**src/rtl/apb_pkg.sv**
```systemverilog
// -----------------------------------------------------------------------------
// apb_pkg
// Shared definitions for the two-requester APB round-robin arbiter:
//   - ADDR_W / DATA_W : APB address and data widths (8 bits each)
//   - apb_state_e     : bus FSM encoding (IDLE=00, SETUP=01, ACCESS=10)
//   - apb_req_t       : request latched at accept time and replayed on the bus
// -----------------------------------------------------------------------------
package apb_pkg;

    localparam int ADDR_W = 8;
    localparam int DATA_W = 8;

    typedef enum logic [1:0] {
        IDLE   = 2'b00,
        SETUP  = 2'b01,
        ACCESS = 2'b10
    } apb_state_e;

    typedef struct packed {
        logic              write;
        logic [ADDR_W-1:0] addr;
        logic [DATA_W-1:0] wdata;   // already zero for reads
        logic              id;      // requester that owns the transfer
    } apb_req_t;

endpackage

```
**src/rtl/apb_rr_grant.sv**
```systemverilog
// -----------------------------------------------------------------------------
// apb_rr_grant
// Purely combinational round-robin pick between two requesters.
// Ports:
//   req0_valid, req1_valid : in  pending requests
//   last_grant             : in  id of the requester granted most recently
//   grant_id               : out winning requester (meaningful when grant_valid)
//   grant_valid            : out at least one requester is pending
// -----------------------------------------------------------------------------
module apb_rr_grant (
    input  logic req0_valid,
    input  logic req1_valid,
    input  logic last_grant,
    output logic grant_id,
    output logic grant_valid
);

    always_comb begin
        grant_valid = req0_valid | req1_valid;
        grant_id    = 1'b0;
        if (req0_valid && req1_valid) begin
            // Tie: the requester that was not served last goes next.
            grant_id = ~last_grant;
        end else if (req1_valid) begin
            grant_id = 1'b1;
        end
    end

endmodule

```
**src/rtl/apb_rr_arbiter.sv**
```systemverilog
// -----------------------------------------------------------------------------
// apb_rr_arbiter
// Two-requester round-robin front end driving a single APB completer.
// Ports:
//   pclk, prst                 : clock, synchronous active-low reset
//   reqN_valid/write/addr/wdata: requester N transfer request (N=0,1)
//   reqN_ready                 : combinational accept strobe (IDLE only)
//   rspN_valid/rdata/err       : one-cycle completion pulse to requester N
//   psel, penable, pwrite,
//   paddr, pwdata              : APB requester-side outputs
//   pready, prdata             : APB completer response
// Parameter MAX_WAIT (1..255): ACCESS cycles with pready low before abort.
// -----------------------------------------------------------------------------
module apb_rr_arbiter
    import apb_pkg::*;
#(
    parameter int unsigned MAX_WAIT = 15
) (
    input  logic              pclk,
    input  logic              prst,

    input  logic              req0_valid,
    input  logic              req0_write,
    input  logic [ADDR_W-1:0] req0_addr,
    input  logic [DATA_W-1:0] req0_wdata,
    output logic              req0_ready,
    output logic              rsp0_valid,
    output logic [DATA_W-1:0] rsp0_rdata,
    output logic              rsp0_err,

    input  logic              req1_valid,
    input  logic              req1_write,
    input  logic [ADDR_W-1:0] req1_addr,
    input  logic [DATA_W-1:0] req1_wdata,
    output logic              req1_ready,
    output logic              rsp1_valid,
    output logic [DATA_W-1:0] rsp1_rdata,
    output logic              rsp1_err,

    output logic              psel,
    output logic              penable,
    output logic              pwrite,
    output logic [ADDR_W-1:0] paddr,
    output logic [DATA_W-1:0] pwdata,
    input  logic              pready,
    input  logic [DATA_W-1:0] prdata
);

    // Count value seen on the last permitted wait cycle; one more miss aborts.
    localparam logic [7:0] WAIT_LAST = 8'(MAX_WAIT - 1);

    apb_state_e        state_q, state_d;
    logic              last_grant_q, last_grant_d;
    logic [7:0]        wait_q, wait_d;
    apb_req_t          req_q, req_d;
    logic              rsp_valid_q, rsp_valid_d;
    logic              rsp_id_q, rsp_id_d;
    logic [DATA_W-1:0] rsp_rdata_q, rsp_rdata_d;
    logic              rsp_err_q, rsp_err_d;

    logic grant_id;
    logic grant_valid;
    logic accept;

    apb_rr_grant u_grant (
        .req0_valid  (req0_valid),
        .req1_valid  (req1_valid),
        .last_grant  (last_grant_q),
        .grant_id    (grant_id),
        .grant_valid (grant_valid)
    );

    // Gated by prst so no accept strobe is seen while reset is asserted.
    assign accept     = grant_valid & prst & (state_q == IDLE);
    assign req0_ready = accept & ~grant_id;
    assign req1_ready = accept &  grant_id;

    always_comb begin
        state_d      = state_q;
        last_grant_d = last_grant_q;
        wait_d       = wait_q;
        req_d        = req_q;
        rsp_valid_d  = 1'b0;
        rsp_id_d     = rsp_id_q;
        rsp_rdata_d  = '0;
        rsp_err_d    = 1'b0;

        case (state_q)
            IDLE: begin
                if (accept) begin
                    req_d.id     = grant_id;
                    req_d.write  = grant_id ? req1_write : req0_write;
                    req_d.addr   = grant_id ? req1_addr  : req0_addr;
                    if (grant_id ? req1_write : req0_write) begin
                        req_d.wdata = grant_id ? req1_wdata : req0_wdata;
                    end else begin
                        req_d.wdata = '0;
                    end
                    last_grant_d = grant_id;
                    state_d      = SETUP;
                end
            end
            SETUP: begin
                wait_d  = '0;
                state_d = ACCESS;
            end
            ACCESS: begin
                if (pready) begin
                    state_d     = IDLE;
                    rsp_valid_d = 1'b1;
                    rsp_id_d    = req_q.id;
                    rsp_rdata_d = req_q.write ? '0 : prdata;
                end else if (wait_q == WAIT_LAST) begin
                    // This miss brings the count to MAX_WAIT: abort.
                    state_d     = IDLE;
                    rsp_valid_d = 1'b1;
                    rsp_id_d    = req_q.id;
                    rsp_err_d   = 1'b1;
                end else begin
                    wait_d = wait_q + 8'd1;
                end
            end
            default: begin
                state_d = IDLE;
            end
        endcase
    end

    always_ff @(posedge pclk) begin
        if (!prst) begin
            state_q      <= IDLE;
            last_grant_q <= 1'b1;
            wait_q       <= '0;
            req_q        <= '0;
            rsp_valid_q  <= 1'b0;
            rsp_id_q     <= 1'b0;
            rsp_rdata_q  <= '0;
            rsp_err_q    <= 1'b0;
        end else begin
            state_q      <= state_d;
            last_grant_q <= last_grant_d;
            wait_q       <= wait_d;
            req_q        <= req_d;
            rsp_valid_q  <= rsp_valid_d;
            rsp_id_q     <= rsp_id_d;
            rsp_rdata_q  <= rsp_rdata_d;
            rsp_err_q    <= rsp_err_d;
        end
    end

    assign psel    = (state_q == SETUP) || (state_q == ACCESS);
    assign penable = (state_q == ACCESS);
    assign pwrite  = req_q.write;
    assign paddr   = req_q.addr;
    assign pwdata  = req_q.wdata;

    assign rsp0_valid = rsp_valid_q & ~rsp_id_q;
    assign rsp1_valid = rsp_valid_q &  rsp_id_q;
    assign rsp0_rdata = rsp0_valid ? rsp_rdata_q : '0;
    assign rsp1_rdata = rsp1_valid ? rsp_rdata_q : '0;
    assign rsp0_err   = rsp0_valid & rsp_err_q;
    assign rsp1_err   = rsp1_valid & rsp_err_q;

endmodule
```
**config.mk**
```make
export PLATFORM = sky130hd
export DESIGN_NAME = apb_rr_arbiter
export DESIGN_NICKNAME = d
export VERILOG_FILES = /design/src/rtl/apb_pkg.sv /design/src/rtl/apb_rr_grant.sv /design/src/rtl/apb_rr_arbiter.sv
export SDC_FILE = /design/constraint.sdc
export NUM_CORES = 1
export LEC_CHECK = 0
export ABC_AREA = 1
export BUFFER_PORTS_ARGS = -buffer_cell sky130_fd_sc_hd__buf_2
export CAP_MARGIN = 20
export CORE_ASPECT_RATIO = 0.75
export CORE_MARGIN = 1.5
export CORE_UTILIZATION = 35
export CTS_CLUSTER_DIAMETER = 120
export DETAILED_ROUTE_END_ITERATION = 8
export PLACE_DENSITY_LB_ADDON = 0.08
export SLEW_MARGIN = 5
export SYNTH_ARGS = -nofsm -noshare
export SYNTH_HDL_FRONTEND = slang
export SYNTH_SLANG_ARGS = --single-unit
```
**constraint.sdc**
```tcl
create_clock -name pclk -period 1.2 [get_ports pclk]
set_input_delay 0.24 -clock pclk [delete_from_list [all_inputs] [get_ports pclk]]
set_output_delay 0.24 -clock pclk [all_outputs]
set_load 0.005 [all_outputs]
```
Yosys cells after proc, flatten, opt, wreduce, memory -nomap -nowiden
Cells that the tools add are included.
- output and inout bits: 41
- bits in registers: 40
- $add $sub $neg: 1
- multiplexer cells: 19
- reduce and logical (&&, ||, !) cells: 12
- bitwise logic cells: 15
- equality and inequality tests: 7
- operators with widths (kind ; count):
    two-way mux 8 bit ; 7
    case mux 8 bit (2 select lines) ; 1
    adder 8 x 1 -> 8 bit, second input constant ; 1
    AND 1 bit ; 8
    equality test 8 x 4 -> 1 bit, second input constant ; 1
    AND reduction 2 bit ; 4
    two-way mux 1 bit ; 7
    two-way mux 2 bit ; 3
    != test 2 bit, second input constant ; 3
    inverter 1 bit ; 6
    case mux 2 bit (3 select lines) ; 1
    nonzero test 2 bit ; 2
    OR reduction 4 bit ; 1
    != test 3 x 1 -> 1 bit, second input constant ; 1
    AND reduction 3 bit ; 1
    OR reduction 3 bit ; 1
    equality test 2 x 1 -> 1 bit, second input constant ; 1
    equality test 2 bit, second input constant ; 1
    zero test 2 bit ; 1
    logical AND 1 bit ; 1
    logical OR 1 bit ; 1
    OR 1 bit ; 1

Depth between registers and ports, before layout
Gate-level depths: netlist of the first run.
- depth in word-level cells: 5
- gate-level depth with buffers: 10

By module
From an unflattened synthesis of the first run, not the netlist that was laid out.
- cells, all modules: 313
- area, all modules: 2117.0 µm²
- by module, submodules not included (module ; cells an instance ; area each (µm²) ; times used):
    apb_rr_arbiter ; 310 ; 2102.0 ; 1
    apb_rr_grant ; 3 ; 15.0 ; 1

Least setup slack after synthesis of the first run
OpenSTA, ideal clock, no wires.
- path type: reg2reg
- start: register state_q[0]
- end: register wait_q[3]
- path slack: -0.098 ns
- stages on the path, launching flop included: 9
- data arrival time: 1.189 ns
- period minus slack after synthesis: 1.298 ns
- required time: 1.091 ns
- cells stage by stage: dfxtp_1 > inv_1 > ha_1 > nand2_1 > nand3_4 > nand2_4 > nand2_1 > nand2_1 > inv_1
- longest elaborated chain between the ends: 3
- ends and longest elaborated chain (item ; line ; RTL):
    start, declared ; apb_rr_arbiter.sv:52 ; apb_state_e state_q, state_d;
    start signal, assigned ; apb_rr_arbiter.sv:140 ; state_q <= state_d;
    equality test 2 bit * ; n/a ;
    via penable ; apb_rr_arbiter.sv:41 ; output logic penable,
    != test 2 bit (no source line) / nonzero test 2 bit (equally long branches) ; n/a ;
    AND reduction 3 bit (no source line) ; n/a ;
    end signal, assigned ; apb_rr_arbiter.sv:142 ; wait_q <= wait_d;
    end, declared ; apb_rr_arbiter.sv:54 ; logic [7:0] wait_q, wait_d;
The timed path passes the listed nets; every way through them passes the cells marked *.
A chain may end at the register's enable or synchronous reset.

Final worst setup path of the first run
- start: register state_q[1]
- end: output req0_ready
- longest elaborated chain between the ends: 3
- ends and longest elaborated chain (item ; line ; RTL):
    zero test 2 bit ; apb_rr_arbiter.sv:74 ; assign accept = grant_valid & prst & (state_q == IDLE);
    AND 1 bit ; apb_rr_arbiter.sv:74 ;
    AND 1 bit ; apb_rr_arbiter.sv:75 ; assign req0_ready = accept & ~grant_id;
    end, declared ; apb_rr_arbiter.sv:26 ; output logic req0_ready,
Every way passes these cells.

==> results of run 1 <==
-- synthesized netlist by cell type --
cell / number / area, um^2
a21oi_1: 21 / 105.1
a31oi_1: 1 / 6.260
and2_4: 1 / 8.760
buf_2: 2 / 10.01
buf_4: 18 / 135.1
clkbuf_1: 2 / 7.510
clkbuf_8: 1 / 13.76
dfxtp_1: 40 / 800.8
ha_1: 6 / 75.07
inv_1: 42 / 157.7
inv_2: 3 / 11.26
nand2_1: 126 / 473.0
nand2_2: 3 / 18.77
nand2_4: 1 / 11.26
nand3_1: 9 / 45.04
nand3_4: 2 / 35.03
nand3b_1: 1 / 7.510
nand4_1: 4 / 25.02
nor2_1: 37 / 138.9
nor2_2: 1 / 6.260
nor2_4: 1 / 11.26
nor3_1: 1 / 5.000
nor3_4: 1 / 16.27
o21ai_0: 5 / 25.02
o21ai_2: 1 / 8.760
o31ai_1: 1 / 7.510
-- cell families after synthesis --
group,count (synthesis)
buffers and inverters,68
flip-flops,40
AND/OR/NAND/NOR,188
adder cells (fa/ha/maj),6
AO/OA/AOI/OAI,29
-- path summary, 6_finish.rpt --
kind                                 from                   endpoint  cells after the start
setup / recovery  state_q[1]$_SDFFE_PN0P_                 req0_ready                      7
hold / removal                  prdata[4]  rsp_rdata_q[4]$_SDFF_PP0_                      3
setup reg to reg   wait_q[1]$_SDFFE_PN0P_     wait_q[3]$_SDFFE_PN0P_                      9
hold reg to reg     paddr[2]$_SDFFE_PN0P_      paddr[2]$_SDFFE_PN0P_                      2
-- layout make-up --
type	instances	share of cell area
tap	78	0.02935
clock buffer	5	0.02069
multi-input combinational	225	0.4011
clock inverter	2	0.003762
timing repair buffer	128	0.2430
sequential	40	0.2453
inverter	45	0.05681
-- sequential cells by signal, summed over array words and instances, names as in the netlist --
signal and cells:
paddr 8, req_q 1, state_q 2, rsp_err_q 1, last_grant_q 1, rsp_valid_q 1, rsp_id_q 1, pwdata 8
wait_q 8, rsp_rdata_q 8, pwrite 1
-- metrics by stage --
stage,instances,power (uW),instance area (um^2)
floorplan,331,2214,2193
global placement,504,2556,2799
detailed placement,504,2558,2799
CTS,521,3602,3040
global route,523,4006,3326
finish,523,3765,3326
-- routing by layer --
metal	wire length [um]	up-vias
li1	-	1217
met1	2823	1031
met2	2566	56
met3	334	2
met4	26	0
met5	0	-
-- repair_timing --
action                                  4_1_cts  5_1_grt
endpoints found under the setup margin       61       64
pin swaps                                     7       16
setup buffers                                10        4
gates resized for setup                      28       74
gates cloned                                  1        1
hold buffers                                  0        0
-- critical path, stage by stage, from the launching register on --
cell and delay (ps):
dfxtp_2 340, inv_2 70, ha_4 140, inv_2 40, nor2_4 90, inv_2 50, nor2_2 80, buf_2 120
-- power by group through the flow --
stage               registers, uW  logic (uW)  clock network (uW)
finish                       1540        1370                 863
global route                 1550        1510                 947
CTS                          1520        1170                 907
detailed placement           1540        1010                   0
global placement             1550        1010                   0
floorplan                    1530         680                   0
==> results.ini, run 1 <==
[clocking]
clock_path_buffers = 2
clk_latency_ps = 290
cts_tree = done
cts_buffers = 5
htree_num_levels = 2
root_buffer = clkbuf_8
path_clk_slew_ps = 80
cts.sinks = 40

[yosys]
syn_area_um2 = 2166
synth_simple_gate_area_share = 0.3703
ys_seq_area_frac = 0.3697
synth_cells = 331
synth-compound-area-share = 0.07048
synth_top_family_by_area = simple AND/OR/NAND/NOR gates
synth_mux_area_frac = 0
syn_avg_cell_area_um2 = 6.543
netlist-cell-type-count = 26
ys_warn_count = 0
synth_fa_ha_area_frac = 0.03466
syn-num-nets = 384
ys_ff_latch = 40
synthXorXnorAreaFrac = 0

[placed_design]
numPortBuffers = 87
place_ws_ps = -161.7
dp_hpwl_um = 4043
gp_congestion = 0.8731

[pwr]
netSwitchingFraction = 0.3378
p_per_area_nw_per_um2 = 1132
p_int_uw = 2493
ir_drop_mv = 0.6414
p_switching_uw = 1272
power_frac_seq = 0.408
clockPowerShare = 0.229
pwr-share-comb = 0.363
p_leak_uw = 0.001674

[global_routing]
track_usage = 0.1761
grt-ovfl-total = 0
grt_util_met1 = 0.2436
grtUsageMet3 = 0.04194
antenna_found_initial = 0
grt_pass1_vias = 2126
busiest_layer = met2
grt_max_degree = 19
grt_pass1_wl_um = 9446
grtUsageMet2 = 0.2762

[cells_and_area]
finish.net_count = 498
multi_input_area_um2 = 1334
final_cell_mix = nand2_1 (114), buf_2 (84), dfxtp_1 (34)
fillerInstances = 599
syn2layout_area_growth_pct = 53.55
post-route-util = 0.5651
final_common_cell = nand2_1
antenna_cells = 0
drive_above_1_share = 0.4764
seq_area_um2 = 815.8

[critical_path]
rrSetupSlack_ps = -140
start_kind = flop
cp-end-kind = output pin
crit_type = reg2out
cp.required_ps = 960
critPathArrivalTime_ps = 1220
cp_max_fo = 3

[worst_hold_path]
min_path_type = in2reg

[timing]
finalClockSkew_ps = 5.947
hold_ws_ps = 156.2
setup_tns_ps = -4566
max_slew_margin = 0.8161
worst_pin_slew_ps = 275.0
hold_viol = 0
setup_viol = 59
final-max-slew-violation-count = 0
worst_slack_ps = -256.8
fmax_ghz = 0.6864
timing.final.crit_share = 1.214
rsz0062_at_grt = true
finalCriticalPeriod_ps = 1457

[routing]
drt_iter0_markers = 76
drc = 0
postRouteAntennaNets = 0
wirelength_um = 5751
avgRoutedWirePerCell_um = 11.00
vias = 2306
drt-vias-per-instance = 4.409
dr.pass1.iters = 4

[outcome]
status = finished, violations left
violations = negative setup slack

[floorplanning]
die_area_um2 = 6674
dieWidth_um = 93.84
core_um2 = 5886
ios = 88
initial_core_util = 0.3680
die-height_um = 71.13
row_count = 24

[job]
cap_violations = 0

No activity file was read; power rests on OpenSTA's default activity.
==> inputs of run 2 (changes only) <==
RECOVER_POWER = 50   (was not set)
SETUP_SLACK_MARGIN = 0.15   (was not set)
==> run 2 against run 1 <==
The run still ends with negative setup slack left. Count of clock-buffer cells in the layout is 1 higher. Wire length is 5.3% higher. Maximum frequency is 3.9% lower. Clock skew hardly changed. Cell count is 0.57% higher. Non-clock buffer count is 2 higher. Power is 12% higher. Sequential share of layout area is 0.60 points lower. Clock power is 37% higher. First-iteration DRC count is 22% higher. Flip-flop and latch count stayed put. Critical endpoint unchanged. Largest power group unchanged.
==> results.ini, run 2 (same netlist as run 1, synthesis figures left out) <==
[timing]
hold_ws_ps = 142.4
setup_viol = 63
finalCriticalPeriod_ps = 1516
rsz0062_at_grt = true
worst_slack_ps = -316.2
worst_pin_slew_ps = 298.9
hold_viol = 0
max_slew_margin = 0.8000
fmax_ghz = 0.6595
final-max-slew-violation-count = 0
timing.final.crit_share = 1.264
finalClockSkew_ps = 6.334

[global_routing]
antenna_found_initial = 0
grt_pass1_wl_um = 9680
grt_max_degree = 18
grt_pass1_vias = 2115
track_usage = 0.1824
grt-ovfl-total = 0

[critical_path]
critPathArrivalTime_ps = 1280
start_kind = flop
reg2reg_depth = 9
cp-end-kind = output pin
cp_max_fo = 3
cp.required_ps = 960
crit_type = reg2out

[pwr]
ir_drop_mv = 0.6536
clockPowerShare = 0.280
total_power_uw = 4206
p_leak_uw = 0.001693
power_frac_seq = 0.365
p_per_area_nw_per_um2 = 1232
netSwitchingFraction = 0.3184
p_int_uw = 2867
pwr-share-comb = 0.354
p_switching_uw = 1339

[routing]
drt-vias-per-instance = 4.432
drc = 0
wirelength_um = 6058
vias = 2331
postRouteAntennaNets = 0
dr.pass1.iters = 4
drt_iter0_markers = 93
avgRoutedWirePerCell_um = 11.52

[cells_and_area]
fin_cells = 526
drive_above_1_share = 0.4821
final_common_cell = nand2_1
finish.net_count = 500
syn2layout_area_growth_pct = 57.65
post-route-util = 0.5801
antenna_cells = 0
fillerInstances = 567
final_cell_mix = nand2_1 (107), buf_2 (80), dfxtp_1 (33)

[clocking]
cts.sinks = 40
clk_latency_ps = 300
htree_num_levels = 2
clock_path_buffers = 2
cts_buffers = 5
cts_tree = done
root_buffer = clkbuf_8
path_clk_slew_ps = 80

[floorplanning]
ios = 88
core_um2 = 5886
initial_core_util = 0.3680
die_area_um2 = 6674
dieWidth_um = 93.84
row_count = 24
die-height_um = 71.13

[worst_hold_path]
min_path_type = in2reg
hold_depth = 3

[placed_design]
numPortBuffers = 87
place_ws_ps = -86.49
gp_congestion = 0.8558
dpl.cell_count = 495
dp_hpwl_um = 4099

[outcome]
violations = negative setup slack
status = finished, violations left

[job]
cap_violations = 0

run 2: changes by cell type in the layout (fill, tap and decap cells not counted), moves of 3 or more:
cell	before	now
nor2_4	8	12
clkbuf_1	0	3
nand2_1	114	107
nor2_2	14	7
nand2_2	7	16
nor2_1	17	20
buf_2	84	80
run 2: layout make-up:
| type | instances | area (um^2) | share of cell area |
|---|---|---|---|
| Sequential cell | 40 | 817.0 | 0.2393 |
| Timing Repair Buffer | 130 | 847.1 | 0.2481 |
| Clock inverter | 2 | 38.79 | 0.01136 |
| Inverter | 45 | 191.4 | 0.05606 |
| Multi-Input combinational cell | 225 | 1340 | 0.3925 |
| Clock buffer | 6 | 82.58 | 0.02418 |
| Tap cell | 78 | 97.59 | 0.02858 |
run 2: worst paths after layout:
kind                                                  end                     from  slack, ps
worst min-delay path            rsp_rdata_q[0]$_SDFF_PP0_                prdata[0]        140
worst min register to register     pwdata[7]$_SDFFE_PN0P_   pwdata[7]$_SDFFE_PN0P_        460
worst max-delay path                           req0_ready  state_q[1]$_SDFFE_PN0P_       -320
worst max register to register     wait_q[7]$_SDFFE_PN0P_  state_q[1]$_SDFFE_PN0P_       -250
run 2: critical path: stages (launching register included):
cell and delay, ps:
dfxtp_4 360, inv_4 60, ha_4 130, inv_2 40
nor2_4 130, inv_2 70, nor2_4 80, buf_2 120
run 2: stage by stage:
stage	instance area (um^2)	TNS, ps
finish	3415	-7881
global route	3415	-11480
CTS	3172	-6589
detailed placement	2813	-1730
global placement	2813	-900.1
floorplan	2253	0
run 2: per-layer routing:
layer	vias up	routed length, um	GRT usage
met5	-	0	0
met4	0	55	0.04478
met3	7	330	0.03763
met2	62	2717	0.2882
met1	1035	2955	0.2553
li1	1227	-	-
run 2: power groups by stage:
stage                     logic (uW)  registers (uW)  clock network, uW
after floorplan                  724            1540                  0
after global placement          1040            1560                  0
after detailed placement        1050            1560                  0
after CTS                       1280            1530               1210
after global routing            1650            1550               1250
final                           1490            1540               1180
run 2: timing repair:
action | in CTS | in global routing
pin swaps | 7 | 10
resized for setup | 36 | 52
endpoints found under the setup margin | 64 | 65
gates cloned | 2 | 1
setup buffers | 14 | 6
hold buffers | 0 | 0
==> inputs of run 3 (changes only) <==
CAP_MARGIN = 0   (was 20)
SETUP_SLACK_MARGIN = not set   (was 0.15)
==> run 3 against run 2 <==
The flow still finishes with violations (negative setup slack). Core utilization is 1.6 points lower. Global-route usage is 0.63 points lower. Worst setup slack better by 59 ps. Maximum frequency is 4.1% higher. Via count is 1.1% lower. Worst hold slack better by 14 ps. Count of clock-buffer cells in the layout is 1 lower. Cell count is 0.57% lower. Non-clock buffer count is 2 lower. Power is 10% lower. Highest routed layer unchanged.
==> results.ini, run 3 (same netlist as run 1, synthesis figures left out) <==
[placed_design]
gp_congestion = 0.8731
dpl.cell_count = 504
dp_hpwl_um = 4043
numPortBuffers = 87

[routing]
avgRoutedWirePerCell_um = 11.03
wirelength_um = 5767
dr.pass1.iters = 4
drt-vias-per-instance = 4.409
drc = 0
drt_iter0_markers = 75
postRouteAntennaNets = 0
vias = 2306

[cells_and_area]
antenna_cells = 0
drive_above_1_share = 0.4697
syn2layout_area_growth_pct = 53.38
final_cell_mix = nand2_1 (114), buf_2 (81), dfxtp_1 (34)
fin_cells = 523
final_common_cell = nand2_1
finish.net_count = 498
fillerInstances = 600

[critical_path]
cp_top_family = flip-flops
cp_max_fo = 3
crit_chain = inv_2, ha_4, inv_2, nor2_4, inv_2, nor2_2, buf_2
start_kind = flop
crit_type = reg2out
slowest_stage = dfxtp_2
cp.required_ps = 960
critPathArrivalTime_ps = 1220
critical_path.max_stage_delay_ps = 340
cp-end-kind = output pin
cp_num_buf_inv = 4
cp_common_cell = inv_2

[timing]
finalCriticalPeriod_ps = 1457
fmax_ghz = 0.6864
max_slew_margin = 0.8161
worst_slack_ps = -256.9
setup_viol = 60
setup_tns_ps = -4617
finalClockSkew_ps = 5.820
worst_pin_slew_ps = 275.0
rsz0062_at_grt = true
final-max-slew-violation-count = 0
timing.final.crit_share = 1.214
hold_viol = 0

[global_routing]
grt-ovfl-total = 0
grt_pass1_wl_um = 9446
track_usage = 0.1761
grt_pass1_vias = 2126
grt_max_degree = 19
antenna_found_initial = 0

[clocking]
clk_latency_ps = 290
cts.sinks = 40
root_buffer = clkbuf_8
cts_buffers = 5
path_clk_slew_ps = 80
cts_tree = done
ctsHoldBuffers = 0
htree_num_levels = 2
clock_path_buffers = 2

[pwr]
total_power_uw = 3766
p_leak_uw = 0.001661
ir_drop_mv = 0.6418
p_per_area_nw_per_um2 = 1134

[floorplanning]
dieWidth_um = 93.84
die_area_um2 = 6674
row_count = 24
ios = 88
die-height_um = 71.13
initial_core_util = 0.3680
core_um2 = 5886

[job]
cap_violations = 0

[outcome]
violations = negative setup slack
status = finished, violations left

[worst_hold_path]
min_path_type = in2reg

[run 3: cell count changes in the layout (fill, tap and decap cells not counted), sizes merged]
cell,change
buf,-2
bufinv,-1
clkbuf,-1
clkinvlp,+1
[run 3: timing repair]
action                                  4_1_cts  5_1_grt
pin swaps                                     7       16
cloned                                        1        1
endpoints found under the setup margin       61       64
setup buffers                                10        4
gates resized for setup                      28       74
[run 3: final cells by class]
| cell class | count | area, um^2 | area share |
|---|---|---|---|
| Clock buffer | 5 | 68.82 | 0.02072 |
| Inverter | 45 | 188.9 | 0.05687 |
| Multi-Input combinational cell | 225 | 1334 | 0.4015 |
| Clock inverter | 2 | 12.51 | 0.003766 |
| Timing Repair Buffer | 128 | 804.5 | 0.2422 |
| Tap cell | 78 | 97.59 | 0.02938 |
| Sequential cell | 40 | 815.8 | 0.2456 |
[run 3: where the power goes]
part / leakage [uW] / internal [uW] / switching (uW)
sequential: 0.000329 / 1440 / 96.7
combinational: 0.00129 / 659 / 708
clock: 0.0000400 / 394 / 469
total: 0.00166 / 2490 / 1270
[run 3: per-layer routing]
layer | part of all wire | GRT usage
met3 | 0.056 | 0.04194
met4 | 0.0045 | 0.04478
met2 | 0.44 | 0.2762
met5 | 0 | 0
met1 | 0.50 | 0.2436
[run 3: metrics by stage]
| stage | hold slack, ps | setup WS, ps | util | instance area [um^2] |
|---|---|---|---|---|
| global placement | 445.2 | -161.5 | 0.4756 | 2799 |
| global route | 162.2 | -324.7 | 0.5644 | 3322 |
| detailed placement | 450.1 | -161.7 | 0.4756 | 2799 |
| CTS | 145.5 | -301.4 | 0.5166 | 3040 |
| floorplan | 319.3 | -8.179 | - | 2193 |
| finish | 156.2 | -256.9 | 0.5644 | 3322 |
[run 3: final timing paths]
check | to | from | slack [ps] | cells past startpoint
max reg2reg | wait_q[3]$_SDFFE_PN0P_ | wait_q[1]$_SDFFE_PN0P_ | -140 | 9
min | rsp_rdata_q[4]$_SDFF_PP0_ | prdata[4] | 160 | 3
min reg2reg | paddr[2]$_SDFFE_PN0P_ | paddr[2]$_SDFFE_PN0P_ | 470 | 2
max | req0_ready | state_q[1]$_SDFFE_PN0P_ | -260 | 7
[run 3: tightest hold or removal path: cells and delay by family]
| kind | cells | cell delay [ps] |
|---|---|---|
| buf+inv | 2 | 140 |
| simple gates | 1 | 30 |
